--- config.mk ---
export PLATFORM = sky130hd
export DESIGN_NAME = vga_display
export DESIGN_NICKNAME = d
export VERILOG_FILES = /design/src/rtl/vga_pkg.sv /design/src/rtl/vga_line_ram.sv /design/src/rtl/vga_display.sv
export SDC_FILE = /design/constraint.sdc
export NUM_CORES = 2
export LEC_CHECK = 0
export ABC_AREA = 1
export BUFFER_PORTS_ARGS = -buffer_cell sky130_fd_sc_hd__buf_2
export CAP_MARGIN = 20
export CORE_AREA = 4 4 463 328
export DETAILED_ROUTE_END_ITERATION = 6
export DIE_AREA = 0 0 467 332
export PLACE_DENSITY = 0.84
export REMOVE_ABC_BUFFERS = 1
export SLEW_MARGIN = 0
export SYNTH_ARGS = -nofsm -noshare
export SYNTH_HDL_FRONTEND = slang
export SYNTH_SLANG_ARGS = --single-unit
--- constraint.sdc ---
create_clock -name clk -period 4.6 [get_ports clk]
set_input_delay 0.23 -clock clk [delete_from_list [all_inputs] [get_ports clk]]
set_output_delay 0.23 -clock clk [all_outputs]
set_load 0.005 [all_outputs]
--- src/rtl/vga_pkg.sv ---
// vga_pkg: screen timing and geometry shared by the VGA buffer and display.
// Holds the 640x480@60 Hz horizontal/vertical timing, the placement of the
// doubled 256x192 source image inside the visible area, and the pass type
// used by the display when a source line is shown twice.
package vga_pkg;

  // Horizontal timing in screen pixels
  localparam logic [9:0] H_VISIBLE    = 10'd640;
  localparam logic [9:0] H_FRONT      = 10'd16;
  localparam logic [9:0] H_SYNC       = 10'd96;
  localparam logic [9:0] H_BACK       = 10'd48;
  localparam logic [9:0] H_SYNC_START = H_VISIBLE + H_FRONT;
  localparam logic [9:0] H_SYNC_END   = H_SYNC_START + H_SYNC;
  localparam logic [9:0] H_TOTAL      = H_SYNC_END + H_BACK;

  // Vertical timing in lines
  localparam logic [9:0] V_VISIBLE    = 10'd480;
  localparam logic [9:0] V_FRONT      = 10'd10;
  localparam logic [9:0] V_SYNC       = 10'd2;
  localparam logic [9:0] V_BACK       = 10'd33;
  localparam logic [9:0] V_SYNC_START = V_VISIBLE + V_FRONT;
  localparam logic [9:0] V_SYNC_END   = V_SYNC_START + V_SYNC;
  localparam logic [9:0] V_TOTAL      = V_SYNC_END + V_BACK;

  // Source image size and its 2x-scaled placement on screen
  localparam int         SRC_WIDTH  = 256;
  localparam int         SRC_HEIGHT = 192;
  localparam logic [9:0] WIN_X0     = 10'd64;
  localparam logic [9:0] WIN_Y0     = 10'd48;
  localparam logic [9:0] WIN_X1     = WIN_X0 + 10'(2 * SRC_WIDTH);
  localparam logic [9:0] WIN_Y1     = WIN_Y0 + 10'(2 * SRC_HEIGHT);
  localparam int         LINE_AW    = $clog2(SRC_WIDTH);

  // Each source line is drawn twice: first while fetching from the buffer,
  // then replayed from the private line RAM.
  typedef enum logic {
    PASS_FETCH  = 1'b0,
    PASS_REPLAY = 1'b1
  } pass_e;

endpackage

--- src/rtl/vga_line_ram.sv ---
// vga_line_ram: one source line (256 x 8) kept for the second screen line.
// Ports:
//   clk    - system clock
//   we     - write enable
//   waddr  - write address (source column)
//   wdata  - byte to store
//   raddr  - read address (source column)
//   rdata  - registered read data, valid the clk after raddr
module vga_line_ram
  import vga_pkg::*;
(
  input  logic               clk,
  input  logic               we,
  input  logic [LINE_AW-1:0] waddr,
  input  logic [7:0]         wdata,
  input  logic [LINE_AW-1:0] raddr,
  output logic [7:0]         rdata
);

  logic [7:0] mem [SRC_WIDTH];

  // Plain block-RAM template: no reset, registered read port
  always_ff @(posedge clk) begin
    if (we) begin
      mem[waddr] <= wdata;
    end
    rdata <= mem[raddr];
  end

endmodule

--- src/rtl/vga_display.sv ---
// vga_display: 640x480@60 Hz VGA timing with a 2x-scaled, centred 256x192
// source image and a black border.
// Ports:
//   clk, rst_n  - system clock, asynchronous active-low reset
//   buf_rgb     - head byte of the VGA buffer
//   buf_empty   - buffer holds no valid byte
//   x_coord     - source column currently shown (0 outside the image)
//   y_coord     - source row currently shown (0 outside the image)
//   invalidate  - one-clk pop of the buffer head
//   vga_rgb     - RRRGGGBB pixel colour
//   vga_hsync   - horizontal sync, active low
//   vga_vsync   - vertical sync, active low
//   underflow   - sticky: buffer was empty when a byte was needed
// CLK_DIV clks make one screen pixel and must be at least 2.
module vga_display
  import vga_pkg::*;
#(
  parameter int CLK_DIV = 2
) (
  input  logic       clk,
  input  logic       rst_n,
  input  logic [7:0] buf_rgb,
  input  logic       buf_empty,
  output logic [7:0] x_coord,
  output logic [7:0] y_coord,
  output logic       invalidate,
  output logic [7:0] vga_rgb,
  output logic       vga_hsync,
  output logic       vga_vsync,
  output logic       underflow
);

  localparam int                DIV_W    = $clog2(CLK_DIV);
  localparam logic [DIV_W-1:0]  DIV_LAST = DIV_W'(CLK_DIV - 1);

  logic [DIV_W-1:0] div_cnt;
  logic             pix_en;
  logic [9:0]       h_cnt;
  logic [9:0]       v_cnt;
  logic [8:0]       h_off;
  logic [8:0]       v_off;
  logic             in_win;
  logic [7:0]       src_x;
  logic [7:0]       src_y;
  logic             odd_px;
  pass_e            pass;
  logic             fetch_even;
  logic             fetch_odd;
  logic [7:0]       fetch_byte;
  logic [7:0]       ram_rdata;
  logic             pix_starved;

  // Pixel tick: counter value 0 is the tick clk, so the first clk after
  // reset release is already a tick.
  always_ff @(posedge clk or negedge rst_n) begin
    if (!rst_n) begin
      div_cnt <= '0;
    end else if (div_cnt == DIV_LAST) begin
      div_cnt <= '0;
    end else begin
      div_cnt <= div_cnt + 1'b1;
    end
  end

  assign pix_en = (div_cnt == '0);

  always_ff @(posedge clk or negedge rst_n) begin
    if (!rst_n) begin
      h_cnt <= '0;
      v_cnt <= '0;
    end else if (pix_en) begin
      if (h_cnt == H_TOTAL - 10'd1) begin
        h_cnt <= '0;
        v_cnt <= (v_cnt == V_TOTAL - 10'd1) ? 10'd0 : v_cnt + 10'd1;
      end else begin
        h_cnt <= h_cnt + 10'd1;
      end
    end
  end

  // Window decode; offsets are only meaningful while in_win is set
  assign h_off      = 9'(h_cnt - WIN_X0);
  assign v_off      = 9'(v_cnt - WIN_Y0);
  assign in_win     = (h_cnt >= WIN_X0) && (h_cnt < WIN_X1) &&
                      (v_cnt >= WIN_Y0) && (v_cnt < WIN_Y1);
  assign src_x      = h_off[8:1];
  assign src_y      = v_off[8:1];
  assign odd_px     = h_off[0];
  assign pass       = pass_e'(v_off[0]);
  assign fetch_even = pix_en && in_win && (pass == PASS_FETCH) && !odd_px;
  assign fetch_odd  = pix_en && in_win && (pass == PASS_FETCH) && odd_px;
  assign fetch_byte = buf_empty ? 8'h00 : buf_rgb;

  // Between ticks h_cnt already holds the coordinate of the upcoming tick,
  // so reading at src_x lets the registered RAM output settle one clk
  // before that tick samples it (needs CLK_DIV >= 2).
  vga_line_ram u_line_ram (
    .clk   (clk),
    .we    (fetch_even),
    .waddr (src_x),
    .wdata (fetch_byte),
    .raddr (src_x),
    .rdata (ram_rdata)
  );

  // Monitor outputs, all updated together on the tick from the counters
  always_ff @(posedge clk or negedge rst_n) begin
    if (!rst_n) begin
      vga_rgb   <= 8'h00;
      vga_hsync <= 1'b1;
      vga_vsync <= 1'b1;
      x_coord   <= 8'h00;
      y_coord   <= 8'h00;
    end else if (pix_en) begin
      vga_hsync <= !((h_cnt >= H_SYNC_START) && (h_cnt < H_SYNC_END));
      vga_vsync <= !((v_cnt >= V_SYNC_START) && (v_cnt < V_SYNC_END));
      if (!in_win) begin
        vga_rgb <= 8'h00;
        x_coord <= 8'h00;
        y_coord <= 8'h00;
      end else begin
        x_coord <= src_x;
        y_coord <= src_y;
        if (pass == PASS_REPLAY) begin
          vga_rgb <= ram_rdata;
        end else if (!odd_px) begin
          vga_rgb <= fetch_byte;
        end
      end
    end
  end

  // The pop is issued on the odd tick so the buffer has a full screen pixel
  // to present its next head; a starved pixel consumed nothing and must
  // not pop.
  always_ff @(posedge clk or negedge rst_n) begin
    if (!rst_n) begin
      invalidate  <= 1'b0;
      underflow   <= 1'b0;
      pix_starved <= 1'b0;
    end else begin
      invalidate <= fetch_odd && !pix_starved;
      if (fetch_even) begin
        pix_starved <= buf_empty;
        if (buf_empty) begin
          underflow <= 1'b1;
        end
      end
    end
  end

endmodule

==> results.yml <==
cts:
  tritoncts: "done"
  cts_resized: 0
  cts_buffers: 181
  cts.reportedPaths.clkPinSlew_ns: 0.07
  post-cts-setup-buffers: 0
  root_buffer: "clkbuf_16"
  clk_latency_ns: 0.82
  cts_max_path_buffers: 3
  cts_hold_buf: 10
  clock-sinks: 2106
  htreeDepth: 4
timing:
  fmax_mhz: 249
  tightestPinTransition_ns: 1.36
  layout_min_cycle_time_ns: 4.02
  fin_crit_sh_pct: 87.4
  slew_violations: 0
  maxSlewHeadroom_pct: 9.56
  tns_ns: 0
  final-setup-viol-count: 0
  clock_skew_ns: 0.0364
  rsz0062_at_grt: "false"
  hold_viol_final: 25
  holdWs_ns: -0.0269
global_routing:
  grtUsageTotal_pct: 29.5
  grt_max_degree: 241
  grt_pass1_vias: 58800
  grt_first_pass_wirelength_mm: 350
  grt_antenna_before_repair: 3
  gr-total-overflow: 0
synth:
  syn-cell-area_um2: 87900
  postSynthAreaPerCell_um2: 10.6
  seq_area_frac_synth_pct: 71.6
  synthArstFlopShare_pct: 2.37
  synth_seq_cells: 2106
  yosys_warnings: 0
  synth_top_flop_cell: "edfxtp_1"
  synthCells: 8286
  synth_edf_count: 2048
  synthDistinctLibCells: 37
worst_setup_path:
  ff2ff_path_depth: 14
  reg2reg_from: "h_cnt[1]"
  ff2ff_setup_slack_ns: 0.58
  crit_path_start_kind: "flip-flop"
  worstSetupEndpoint: "u_line_ram.rdata[7]"
  critPathMaxFanout: 233
  crit_required_ns: 5.29
  crit_arrival_ns: 4.71
  reg2reg_to: "u_line_ram.rdata[7]"
  critPathLaunch: "h_cnt[1]"
  cp-end-kind: "flip-flop"
  critPathKind: "reg -> reg"
cells_and_area:
  nets: 8285
  area_delta_synth_final_pct: 9.14
  multi_input_area_um2: 22600
  layout_commonest_cell: "nand2_1"
  final_cells: 10400
  final_cell_mix: "4,808 x nand2_1, 2,048 x edfxtp_1, 342 x nor2_1"
  final_layout_size_suffix_gt1_share_pct: 6.28
  fillCellCount: 10300
  ff_latch_area_um2: 62900
floorplanning:
  fp.coreArea_um2: 147000
  dieArea_um2: 155000
  chipWidth_um: 467
  floorplan.initialDensity_pct: 59.7
  ioPinCount: 39
  chipHeight_um: 332
  fp-row-count: 118
placed_design:
  gp_congestion: 0.957
  portBuffers: 38
  dp_hpwl_mm: 130
  placed_cells: 10000
routing:
  drtIter0Drc: 10500
  wl_per_cell_um: 22.4
  antenna_left: 0
  vias_per_cell: 5.93
  first_pass_iters: 7
  drcViolationCount: 1
  wirelength_mm: 232
  via_count: 61600
power:
  power_mw: 36.4
  p_per_area_nw_per_um2: 379
  peakVddDrop_v: 0.000404
  power.leakage_nw: 39.2
run_status:
  status: "finished with violations"
  violations: "DRC, hold timing"
hold_path:
  min_path_type: "in -> async"
run:
  cap_violations: 0
per-stage QoR:
step | utilization [%] | worst slack, ns | hold slack, ns | area [µm²]
floorplan | - | -35.73 | -0.0656 | 85600
global placement | 61.1 | 0.832 | 0.435 | 90000
detailed placement | 61.1 | 0.833 | 0.440 | 90000
CTS | 65.0 | 0.802 | 0.185 | 95700
global route | 65.1 | 0.539 | 0.0302 | 95900
finish | 65.1 | 0.578 | -0.0269 | 95900
worst min path at each step:
stage	start	endpoint	slack (ns)	cells after the start
after floorplan	rst_n	div_cnt	-0.07	0
after global placement	pix_starved	invalidate	0.43	1
after detailed placement	pix_starved	invalidate	0.44	1
after CTS	rst_n	v_cnt[8]	0.18	2
after global routing	rst_n	y_coord[6]	0.03	2
final	rst_n	v_cnt[8]	-0.03	2
per-layer routing:
| metal | up-vias | GRT usage (%) | wire length [µm] |
|---|---|---|---|
| met5 | - | 0 | 0 |
| met4 | 0 | 11.9 | 9910 |
| met3 | 688 | 9.08 | 35200 |
| met2 | 4737 | 43.5 | 102000 |
| met1 | 29000 | 41.3 | 85200 |
| li1 | 27200 | - | - |
worst max-delay path, cell delays in order, from the launching register on:
cell	delay, ns
dfrtp_4	0.53
buf_4	0.24
buf_12	0.25
nand2_1	0.24
nand2_1	0.11
nand2_1	0.10
nand2_1	0.07
nand2_1	0.08
nand2_1	0.07
o21ai_0	0.73
nand2_1	0.23
nor2_1	0.33
nor2_1	0.11
nor2_1	0.23
nand2_1	0.08
synthesized netlist by cell type, types with 9 or more instances:
cell type	instances	share of area, %
clkbuf_1	98	0.42
dfrtp_1	48	1.4
buf_6	29	0.37
inv_1	41	0.18
a21oi_1	41	0.23
o21ai_0	150	0.85
ha_1	11	0.16
nor3_1	9	0.051
buf_1	17	0.073
nand3_1	194	1.1
edfxtp_1	2048	70
o21ai_1	61	0.35
nor2_2	26	0.19
nand4_4	16	0.39
nand2_1	4808	21
nor2_1	354	1.5
buf_2	277	1.6
report_power, final:
group | switching [mW] | internal (mW) | leakage [nW]
combinational | 0.387 | 0.0434 | 15.7
clock | 6.84 | 8.08 | 2.76
sequential | 0 | 21.0 | 20.7
total | 7.23 | 29.1 | 39.2
state kept, by name (all words and copies together), names as in the netlist:
name and flops:
div_cnt 1, h_cnt 10, invalidate 1, pix_starved 1
u_line_ram.mem 2048, u_line_ram.rdata 8, underflow 1, v_cnt 10
vga_hsync 1, vga_rgb 8, vga_vsync 1, x_coord 8
y_coord 8
layout make-up:
type	count	share of cell area [%]
sequential	2106	65.6
multi-input combinational	5700	23.6
clock buffer	228	5.02
tap	1980	2.58
timing repair buffer	225	2.11
clock inverter	98	0.855
inverter	49	0.215
antenna	2	0.00522
logic make-up (layout without fill, tap and decap cells):
group           Yosys count  count (layout)  synth area share, %
xor+xnor                  5               5               0.0498
simple gates           5425            5425                 23.9
fa+ha+maj                11              11                0.157
other cells               0               2                    0
flops                  2106            2106                 71.6
buf+inv                 480             600                 2.76
compound gates          259             259                 1.50
(Power assumes the default switching activity.)
